[src/rtl/m_spi_rx.sv]
// m_spi_rx -- SPI slave receive stage.
//
// Oversamples sck/ss_n/mosi on the system clock, deserialises WORD-bit
// frames, buffers completed words in a first-word-fall-through FIFO and
// hands them to the consumer over a valid/ready handshake.
//
// Build option: define SPI_RX_LSB_FIRST_EN for LSB-first shifting;
// the default build shifts MSB-first to match m_p_to_s.
//
// Ports:
//   clk        system clock (16 MHz)
//   reset      asynchronous active-low reset
//   sck        SPI clock, idle low, asynchronous to clk
//   ss_n       slave select, active-low, asynchronous to clk
//   mosi       serial data, sampled on sck rising edge
//   rx_data    FIFO head word (0 while rx_valid=0)
//   rx_valid   FIFO not empty
//   rx_ready   consumer accepts head word
//   fifo_level words currently stored
//   overrun    sticky: completed word dropped, FIFO full
//   frame_err  sticky: ss_n released mid-frame
//   err_clr    synchronous clear of overrun and frame_err
module m_spi_rx #(
   parameter int WORD       = 8,
   parameter int FIFO_DEPTH = 4,
   parameter int CNT_W      = 3
) (
   input  logic                          clk,
   input  logic                          reset,
   input  logic                          sck,
   input  logic                          ss_n,
   input  logic                          mosi,
   output logic [WORD-1:0]               rx_data,
   output logic                          rx_valid,
   input  logic                          rx_ready,
   output logic [$clog2(FIFO_DEPTH):0]   fifo_level,
   output logic                          overrun,
   output logic                          frame_err,
   input  logic                          err_clr
);

   localparam int AW = $clog2(FIFO_DEPTH);

   localparam logic [0:0] ST_IDLE  = 1'b0;
   localparam logic [0:0] ST_SHIFT = 1'b1;

   logic            sck_q1, sck_q2, sck_q3;
   logic            ss_q1, ss_q2;
   logic            mosi_q1, mosi_q2;
   logic            sck_rise;

   logic [0:0]      state;
   logic [WORD-1:0] sr;
   logic [WORD-1:0] sr_next;
   logic [CNT_W-1:0] bit_cnt;
   logic            last_bit;
   logic            abort_evt;

   logic            push_vld;
   logic [WORD-1:0] push_data;

   logic [WORD-1:0] mem [FIFO_DEPTH];
   logic [AW:0]     wr_ptr, rd_ptr;
   logic [AW:0]     level;
   logic            full;
   logic            do_pop, do_push, overrun_evt;

   // Synchronisers. ss_n resets to its idle (high) level so the FSM does
   // not start a frame straight out of reset. mosi uses the same depth as
   // sck so mosi_q2 is the bit that was on the pin at the sck rising edge.
   always_ff @(posedge clk or negedge reset) begin
      if (!reset) begin
         sck_q1  <= 1'b0;
         sck_q2  <= 1'b0;
         sck_q3  <= 1'b0;
         ss_q1   <= 1'b1;
         ss_q2   <= 1'b1;
         mosi_q1 <= 1'b0;
         mosi_q2 <= 1'b0;
      end else begin
         sck_q1  <= sck;
         sck_q2  <= sck_q1;
         sck_q3  <= sck_q2;
         ss_q1   <= ss_n;
         ss_q2   <= ss_q1;
         mosi_q1 <= mosi;
         mosi_q2 <= mosi_q1;
      end
   end

   assign sck_rise = sck_q2 & ~sck_q3;

`ifdef SPI_RX_LSB_FIRST_EN
   assign sr_next = {mosi_q2, sr[WORD-1:1]};
`else
   assign sr_next = {sr[WORD-2:0], mosi_q2};
`endif

   assign last_bit  = (bit_cnt == CNT_W'(WORD - 1));
   assign abort_evt = (state == ST_SHIFT) && ss_q2 && (bit_cnt != '0);

   // Frame FSM. A completed word is registered into push_vld/push_data and
   // written into the FIFO on the following clock.
   always_ff @(posedge clk or negedge reset) begin
      if (!reset) begin
         state     <= ST_IDLE;
         sr        <= '0;
         bit_cnt   <= '0;
         push_vld  <= 1'b0;
         push_data <= '0;
      end else begin
         push_vld <= 1'b0;
         case (state)
            ST_IDLE: begin
               bit_cnt <= '0;
               if (!ss_q2) state <= ST_SHIFT;
            end
            ST_SHIFT: begin
               if (ss_q2) begin
                  // Any partial word is simply discarded here.
                  state   <= ST_IDLE;
                  bit_cnt <= '0;
                  sr      <= '0;
               end else if (sck_rise) begin
                  sr <= sr_next;
                  if (last_bit) begin
                     push_vld  <= 1'b1;
                     push_data <= sr_next;
                     bit_cnt   <= '0;
                  end else begin
                     bit_cnt <= bit_cnt + 1'b1;
                  end
               end
            end
            default: state <= ST_IDLE;
         endcase
      end
   end

   // FIFO: pointers carry one extra wrap bit so full and empty differ.
   assign level       = wr_ptr - rd_ptr;
   assign full        = (level == (AW + 1)'(FIFO_DEPTH));
   assign rx_valid    = (wr_ptr != rd_ptr);
   assign do_pop      = rx_valid & rx_ready;
   // Popping while full frees the slot for a simultaneous push.
   assign do_push     = push_vld & (~full | do_pop);
   assign overrun_evt = push_vld & full & ~do_pop;
   assign fifo_level  = level;
   assign rx_data     = rx_valid ? mem[rd_ptr[AW-1:0]] : '0;

   always_ff @(posedge clk or negedge reset) begin
      if (!reset) begin
         wr_ptr <= '0;
         rd_ptr <= '0;
      end else begin
         if (do_push) wr_ptr <= wr_ptr + 1'b1;
         if (do_pop)  rd_ptr <= rd_ptr + 1'b1;
      end
   end

   always_ff @(posedge clk) begin
      if (do_push) mem[wr_ptr[AW-1:0]] <= push_data;
   end

   // Sticky error flags; a new event in the clearing cycle keeps the flag set.
   always_ff @(posedge clk or negedge reset) begin
      if (!reset) begin
         overrun   <= 1'b0;
         frame_err <= 1'b0;
      end else if (err_clr) begin
         overrun   <= overrun_evt;
         frame_err <= abort_evt;
      end else begin
         overrun   <= overrun | overrun_evt;
         frame_err <= frame_err | abort_evt;
      end
   end

endmodule

[config.mk]
export PLATFORM = sky130hd
export DESIGN_NAME = m_spi_rx
export DESIGN_NICKNAME = d
export VERILOG_FILES = /design/src/rtl/m_spi_rx.sv
export SDC_FILE = /design/constraint.sdc
export NUM_CORES = 1
export LEC_CHECK = 0
export ABC_CLOCK_PERIOD_IN_PS = 8000
export BUFFER_PORTS_ARGS = -buffer_cell sky130_fd_sc_hd__buf_2
export CORE_MARGIN = 4
export CORE_UTILIZATION = 45
export CTS_CLUSTER_DIAMETER = 40
export CTS_CLUSTER_SIZE = 25
export DETAILED_ROUTE_END_ITERATION = 10
export REMOVE_ABC_BUFFERS = 1
export SLEW_MARGIN = 5
export SYNTH_ARGS = -nofsm -noshare
export SYNTH_HDL_FRONTEND = slang
export SYNTH_SLANG_ARGS = --single-unit
[constraint.sdc]
create_clock -name clk -period 8 [get_ports clk]
set_input_delay 0.8 -clock clk [delete_from_list [all_inputs] [get_ports clk]]
set_output_delay 0.8 -clock clk [all_outputs]
set_load 0.01 [all_outputs]
Word-level counts from Yosys, hierarchy flattened
Memories as Yosys holds them, arrays and structs flattened.
Cells that the tools add are included.

cells by class
  $add $sub $neg = 4
  $mul = 0
  div/mod/pow operators = 0
  $lt $le $gt $ge = 0
  equal/unequal tests = 4
  shifts and indexed selects = 0
  multiplexer cells = 16
  bitwise logic cells = 13
  reduce and logical (&&, ||, !) cells = 6

operators with widths
  cell                                          number
  2-to-1 mux 7 bit                              2
  adder 3 x 1 -> 3 bit, second input constant   3
  2-to-1 mux 1 bit                              9
  2-to-1 mux 3 bit                              3
  2-to-1 mux 8 bit                              1
  equality test 3 bit, second input constant    2
  one-hot mux 3 bit (2 select lines)            1
  bitwise AND 1 bit                             5
  NOT 1 bit                                     5
  AND reduction 4 bit                           1
  inequality test 3 bit                         1
  inequality test 3 bit, second input constant  1
  OR 1 bit                                      3
  nonzero test 3 bit                            1
  subtractor 3 bit                              1
  logical AND 1 bit                             2
  AND reduction 2 bit                           1
  nonzero test 2 bit                            1

word-level totals
  bits in registers = 35
  latch bits = 0
  RAM bits = 32
  memory bits (read-only) = 0
  input bits = 7
  output and inout port bits = 14
  logic and storage cells = 60
  memories kept = 1

memory list
  memory  depth  width  rd ports  clocked after memory_dff  wr ports  line  source
  mem     4      8      1         0                         1         62    logic [WORD-1:0] mem [FIFO_DEPTH];

Longest topological paths before layout
Gate-level depths: netlist (run 1).

  depth after elaboration = 7
  depth in mapped cells = 7
  depth with buffers taken out = 7

Worst setup path after synthesis (run 1)
Ideal clock, no wire load.

  path kind = register -> register
  from = reg wr_ptr[0]
  to = mem mem[3][0] (enable)
  library setup time = 0.388 ns
  arrival = 2.169 ns
  required time = 7.612 ns
  path slack = 5.444 ns
  stages on the path, launching flop included = 7
  path buffers = 0
  clock period less this slack = 2.556 ns
  cells stage by stage = dfrtp_1 > inv_1 > ha_1 > fa_1 > and3_1 > and3_2 > nor3_1

on the way
  word-level cells in the longest chain between the ends = 7
  elaborated cells between the ends (all ways) = 9
  those cells by class = add/sub (1); eq/ne (2); mux (2); bitwise (4)

RTL lines
  what                                    line  source
  start: declaration                      63    logic [AW:0] wr_ptr, rd_ptr;
  start signal: assignment                156   if (do_push) wr_ptr <= wr_ptr + 1'b1;
  subtractor 3 bit                        141   assign level = wr_ptr - rd_ptr;
  equality test 3 bit                     142   assign full = (level == (AW + 1)'(FIFO_DEPTH));
  NOT 1 bit                               146   assign do_push = push_vld & (~full | do_pop);
  OR 1 bit                                146
  bitwise AND 1 bit                       146
  2-to-1 mux 1 bit                        162   if (do_push) mem[wr_ptr[AW-1:0]] <= push_data;
  2-to-1 mux 1 bit (not written as such)  162
  end: declaration                        62

Several ways; a longest one is shown, not always the timed one.

Worst setup path after layout (run 1)
  from = reg rd_ptr[0]
  to = mem mem[3][7] (enable)

on the way
  word-level cells in the longest chain between the ends = 7
  elaborated cells between the ends (all ways) = 9
  those cells by class = add/sub (1); eq/ne (2); mux (2); bitwise (4)

RTL lines
  what                                      line  source
  start: declaration                        63
  start signal: assignment                  157   if (do_pop) rd_ptr <= rd_ptr + 1'b1;
  subtractor 3 bit                          141
  equality test 3 bit                       142
  NOT 1 bit                                 146
  OR 1 bit *                                146
  bitwise AND 1 bit *                       146
  2-to-1 mux 1 bit *                        162
  2-to-1 mux 1 bit (not written as such) *  162

Every way passes the cells marked *; elsewhere a longest branch is shown, timed or not.

==> results of run 1 <==
==> layout make-up <==
cell class / count / area (um^2)
tap: 75 / 93.8
clock buffer: 9 / 124
timing repair buffer: 20 / 100
inverter: 20 / 75.1
sequential: 67 / 1840
clock inverter: 7 / 92.6
multi-input combinational: 94 / 821
fill: 505 / 2810
==> flip-flops by register name, indices dropped and copies added, names as in the netlist <==
signal	flops
rd_ptr	3
ss_q1	1
state	1
ss_q2	1
sck_q2	1
mem	32
overrun	1
push_vld	1
sck_q3	1
mosi_q2	1
frame_err	1
mosi_q1	1
sr	7
bit_cnt	3
push_data	8
wr_ptr	3
sck_q1	1
==> routing by layer <==
metal | track usage (%) | vias to the layer above
li1 | - | 714
met1 | 17.7 | 770
met2 | 21.9 | 41
met3 | 3.71 | 14
met4 | 8.92 | 0
met5 | 0 | -
==> power by group through the flow <==
| stage | logic, mW | registers [mW] | clock network [mW] |
|---|---|---|---|
| after global routing | 0.179 | 0.411 | 0.326 |
| final | 0.162 | 0.405 | 0.302 |
| after global placement | 0.158 | 0.411 | 0 |
| after floorplan | 0.118 | 0.404 | 0 |
| after CTS | 0.166 | 0.406 | 0.309 |
| after detailed placement | 0.165 | 0.413 | 0 |
==> placed cells by master (no fill, tap or decap), drive strengths merged <==
| cell | n |
|---|---|
| and3 | 2 |
| nand2b | 1 |
| buf | 20 |
| inv | 20 |
| nor2 | 1 |
| xnor2 | 4 |
| o21ai | 10 |
| o22ai | 7 |
| o211ai | 1 |
| nand4 | 1 |
| and2 | 12 |
| nand3 | 2 |
| ha | 10 |
| a21oi | 3 |
| edfxtp | 32 |
| dfrtp | 33 |
| nor3 | 2 |
| bufinv | 2 |
| mux4 | 8 |
| nand2 | 14 |
| fa | 1 |
| xor2 | 1 |
| a22oi | 7 |
| clkinvlp | 2 |
| mux2 | 3 |
| clkinv | 3 |
| clkbuf | 9 |
| dfstp | 2 |
| nor3b | 1 |
| nor2b | 1 |
| nor4 | 1 |
| xnor3 | 1 |
==> stage by stage <==
stage / cell area, um^2 / util [%] / total power [mW] / std cells
finish: 3150 / 52.8 / 0.869 / 292
global route: 3150 / 52.8 / 0.916 / 292
CTS: 3150 / 52.8 / 0.882 / 292
detailed placement: 2930 / 49.2 / 0.579 / 276
global placement: 2930 / 49.2 / 0.570 / 276
floorplan: 2740 / - / 0.521 / 181
==> logic make-up (layout without fill, tap and decap cells) <==
logic type               after synthesis  in the layout
flip-flops                            67             67
AND/OR/NAND/NOR                       38             38
AO/OA/AOI/OAI                         28             28
buffers and inverters                 28             56
adder cells (fa/ha/maj)               11             11
multiplexers                          11             11
XOR/XNOR                               6              6
==> worst paths after layout <==
kind	endpoint	slack [ns]	cells past startpoint	from
max in group asynchronous	rd_ptr[2]	6.98	1	reset
setup reg to reg	mem[3][7]	4.89	5	rd_ptr[0]
hold / removal	mosi_q2	0.36	0	mosi_q1
setup / recovery	mem[3][7]	4.89	5	rd_ptr[0]
hold reg to reg	mosi_q2	0.36	0	mosi_q1
min in group asynchronous	mosi_q1	0.53	1	reset
==> impl_metrics.toml, run 1 <==
[run_status]
outcome = "complete, no violations"

[synth]
synth_top_area_share_pct = 34.7
ys.flop_type = "dfrtp_1"
yosys-top-cells-area = "edfxtp_1, dfrtp_1, mux4_2"
yosys_warnings = 0
synth_top_area_cell = "edfxtp_1"
synth_edf_count = 32
synth_seq_cells = 67
synth_top_family_by_area = "simple AND/OR/NAND/NOR gates"
synthCells = 189
synth.mux.area_fraction_pct = 7.87
avgSynthCellArea_um2 = 14.6
synthArstFlopShare_pct = 52.2
yosysUniqueCellTypes = 32
synth_compound_gate_area_share_pct = 6.11
yosysMostFrequentCell = "dfrtp_1"
synthSimpleGateAreaFrac_pct = 8.01
syn_area_um2 = 2770
synthXorXnorAreaFrac_pct = 2.44
synth_fa_ha_area_share_pct = 5.25
ys_seq_area_share_pct = 66.5
synthTopCellsByCount = "dfrtp_1, edfxtp_1, inv_1"

[detailed_routing]
wire_per_inst_um = 15.7
vias = 1539
post-route-drc-count = 0
ant_nets = 0
vias_per_cell = 5.27
drtIter0Drc = 100
wirelength_mm = 4.60
drt_pass1_iterations = 4
route.met3.wl_um = 212
wl_met1_mm = 1.97
top_layer = "met4"
met2WireLength_mm = 2.28

[clocking]
clk_pin_slew_ns = 0.07
clock_latency_ns = 0.34
postCtsSetupBuffers = 0
clock_sinks = 67
holdBufCountCts = 0
root_buffer = "clkbuf_8"
htreeDepth = 3
cts_tree = "built"
cts_buffers = 9
cts-resized-gates = 0
clockBufferDepth = 2

[pwr]
seq_power_share_pct = 46.6
peakVddDrop_mv = 0.146
p_sw_mw = 0.234
internal_power_mw = 0.635
power_density_nw_per_um2 = 276
clockPowerShare_pct = 34.7
power_leakage_nw = 1.34
pwr-share-comb_pct = 18.7
p_sw_share_pct = 26.9

[grt]
grt_pass1_wl_mm = 7.73
overflow = 0
grt_pass1_vias = 1546
track_usage_pct = 14.1
grt_max_degree = 36
antenna_found_initial = 0

[sta]
slew_viol_final = 0
worst_pin_slew_ns = 1.12
min_period_ns = 3.11
hold_viol = 0
rsz0062_at_grt = "false"
setup_slack_ns = 4.89
final-setup-viol-count = 0
tns_ns = 0
hold_slack_ns = 0.357
slew_headroom_pct = 25.0
fin_crit_sh_pct = 38.8
max_freq_ghz = 0.322
fin_worst_skew_ns = 0.00744

[floorplan]
rows = 28
die_y_um = 86.4
pin_count = 21
coreArea_um2 = 5960
die_w_um = 86.4
die-area_um2 = 7470
start_util_pct = 46.4

[cells_and_area]
nets = 230
num_antenna_cells = 0
syn_to_final_growth_pct = 13.7
layout-drive-gt1-share_pct = 25.3

[critical_path]
crit_fanout = 11
critPathLaunchType = "flop"
cp_cell_sequence = "ha_1 > fa_1 > and3_1 > and3_2 > nor3_1"
max_stage_delay_ns = 0.89
crit_type = "flop to flop"
arrival_ns = 3.06
critical_path_buf_inv_count = 0
critPathSlowestCell = "nor3_1"
crit_family = "simple AND/OR/NAND/NOR gates"
worstPathRequired_ns = 7.95
end_kind = "flop"

[place]
gp_congestion = 0.830
dpl.hpwl_mm = 3.22
pre_cts_slack_ns = 4.83
io_buffers = 20

[worst_hold_path]
hold_path_class = "flop to flop"

[run]
maxCapViolCount = 0
Power figures use the tool's default switching activity.
==> run 2, diff against run 1 <==
ABC_CLOCK_PERIOD_IN_PS = 2760   (was 8000)
clock period = 2.76 ns   (was 8 ns; I/O delays follow)
==> run 2 against run 1 <==
Maximum frequency rose by 22%. Worst hold slack lost 0.35 ns. Die area stayed put. Sequential share of layout area increased by 0.093 points. Worst setup slack got worse by 4.7 ns. Utilization decreased by 0.084 points. Clock power rose to 2.5 times the previous value. Wire length is 1.7% higher. Combinational power grew to 3.5 times the previous value. Largest cell class unchanged. Largest power group unchanged.
==> impl_metrics.toml, run 2 (synthesis results as in run 1) <==
[grt]
grt_pass1_vias = 1598
grt_max_degree = 36
overflow = 0
antenna_found_initial = 0
track_usage_pct = 14.4
grt_pass1_wl_mm = 7.89

[place]
gp_congestion = 0.793
io_buffers = 20
dpl.hpwl_mm = 3.33
dp_cells = 279

[run]
maxCapViolCount = 0

[sta]
max_freq_ghz = 0.394
final-setup-viol-count = 0
hold_viol = 0
rsz0062_at_grt = "false"
fin_crit_sh_pct = 92.0
worst_pin_slew_ns = 0.762
slew_viol_final = 0
fin_worst_skew_ns = 0.0123
min_period_ns = 2.54
tns_ns = 0
slew_headroom_pct = 49.2

[critical_path]
crit_family = "simple AND/OR/NAND/NOR gates"
critPathSlowestCell = "fa_1"
ff2ff_setup_slack_ns = 0.22
critPathLaunchType = "flop"
crit_path_end = "mem[1][5]"
crit_type = "flop to flop"
r2r_cells = 7
crit_fanout = 8
critPathLaunch = "wr_ptr[0]"
cp_cell_sequence = "inv_1 > ha_1 > fa_1 > and3_1 > and3_2 > nor3b_4 > and2_2"
r2r-start = "wr_ptr[0]"
end_kind = "flop"
critical_path_buf_inv_count = 1
cp_num_cells = 7
arrival_ns = 2.56
reg2reg_to = "mem[1][5]"
max_stage_delay_ns = 0.45
worstPathRequired_ns = 2.79

[clocking]
cts_tree = "built"
htreeDepth = 3
holdBufCountCts = 0
clock_latency_ns = 0.34
cts_buffers = 9
clock_sinks = 67
root_buffer = "clkbuf_8"
clk_pin_slew_ns = 0.07
clockBufferDepth = 2

[worst_hold_path]
hold_path_class = "primary input to async pin"

[floorplan]
start_util_pct = 46.4
die_w_um = 86.4
coreArea_um2 = 5960
pin_count = 21
die_y_um = 86.4
rows = 28
die-area_um2 = 7470

[detailed_routing]
wire_per_inst_um = 15.9
post-route-drc-count = 0
drt_pass1_iterations = 4
drtIter0Drc = 87
ant_nets = 0
vias = 1543
vias_per_cell = 5.25
wirelength_mm = 4.67

[cells_and_area]
syn_to_final_growth_pct = 13.5
final_common_cell = "dfrtp_1"
final_cell_mix = "dfrtp_1, edfxtp_1, inv_1, buf_2, nand2_1"
largest_register_ffs = 32
num_antenna_cells = 0
layout-drive-gt1-share_pct = 26.0
instances_no_fill = 294
nets = 233

[pwr]
power_density_nw_per_um2 = 778
power_leakage_nw = 1.34
peakVddDrop_mv = 0.342

[run_status]
outcome = "complete, no violations"
==> run 2: changes by cell type in the layout (fill, tap and decap cells not counted), sizes merged <==
cell,before,now
bufinv,2,1
clkbuf,9,10
clkinv,3,2
buf,20,23
==> run 2: layer usage <==
metal	GRT usage (%)	vias up	share of wire [%]
li1	-	724	-
met1	17.1	763	43
met2	22.5	45	49
met3	4.18	11	4.6
met4	9.77	0	2.7
met5	0	-	0
==> run 2: worst min path at each step <==
stage | slack, ns | startpoint | endpoint | depth (start not counted)
4_1_cts | 0.02 | ss_n | ss_q1 | 1
2_1_floorplan | -0.02 | reset | bit_cnt[0] | 0
3_5_place_dp | 0.34 | sck_q1 | sck_q2 | 0
6_report | 0.01 | reset | sr[2] | 1
3_3_place_gp | 0.33 | mosi_q1 | mosi_q2 | 0
5_1_grt | 0.01 | ss_n | ss_q1 | 1
==> run 2: power breakdown <==
part	internal, mW	leakage, nW	switching [mW]
Combinational	0.279	0.466	0.294
Clock	0.409	0.0881	0.350
Sequential	1.08	0.787	0.0338
Total	1.77	1.34	0.678
==> run 2: per-stage QoR <==
stage	area (um^2)	total power [mW]	util [%]	hold WS, ns	setup slack (ns)
2_1_floorplan	2740	1.51	-	-0.0196	-0.0154
3_3_place_gp	2950	1.69	49.6	0.334	0.298
3_5_place_dp	2950	1.71	49.6	0.336	0.153
4_1_cts	3130	2.47	52.6	0.0182	0.139
5_1_grt	3140	2.59	52.7	0.0149	0.0778
6_report	3140	2.44	52.7	0.0116	0.221
==> run 2: worst reg2reg max path: cells and delay by family (launching register included) <==
family | cells | cell delay, ns
adder cells (fa/ha/maj) | 2 | 0.65
buffers and inverters | 1 | 0.15
flip-flops | 1 | 0.40
AND/OR/NAND/NOR | 4 | 1.04
==> run 2: timing repair <==
action,in CTS,in global routing
gates resized for setup,0,1
endpoints found under the hold margin,0,0
setup buffers,0,0
endpoints found under the setup margin,0,3
==> run 2: final cells by class <==
type / instances / area, um^2
well taps: 75 / 93.8
fillers: 499 / 2820
inverters: 20 / 75.1
multi-input cells: 94 / 827
flip-flops and latches: 67 / 1840
clock buffers: 10 / 128
clock inverters: 5 / 55.1
repair buffers: 23 / 123
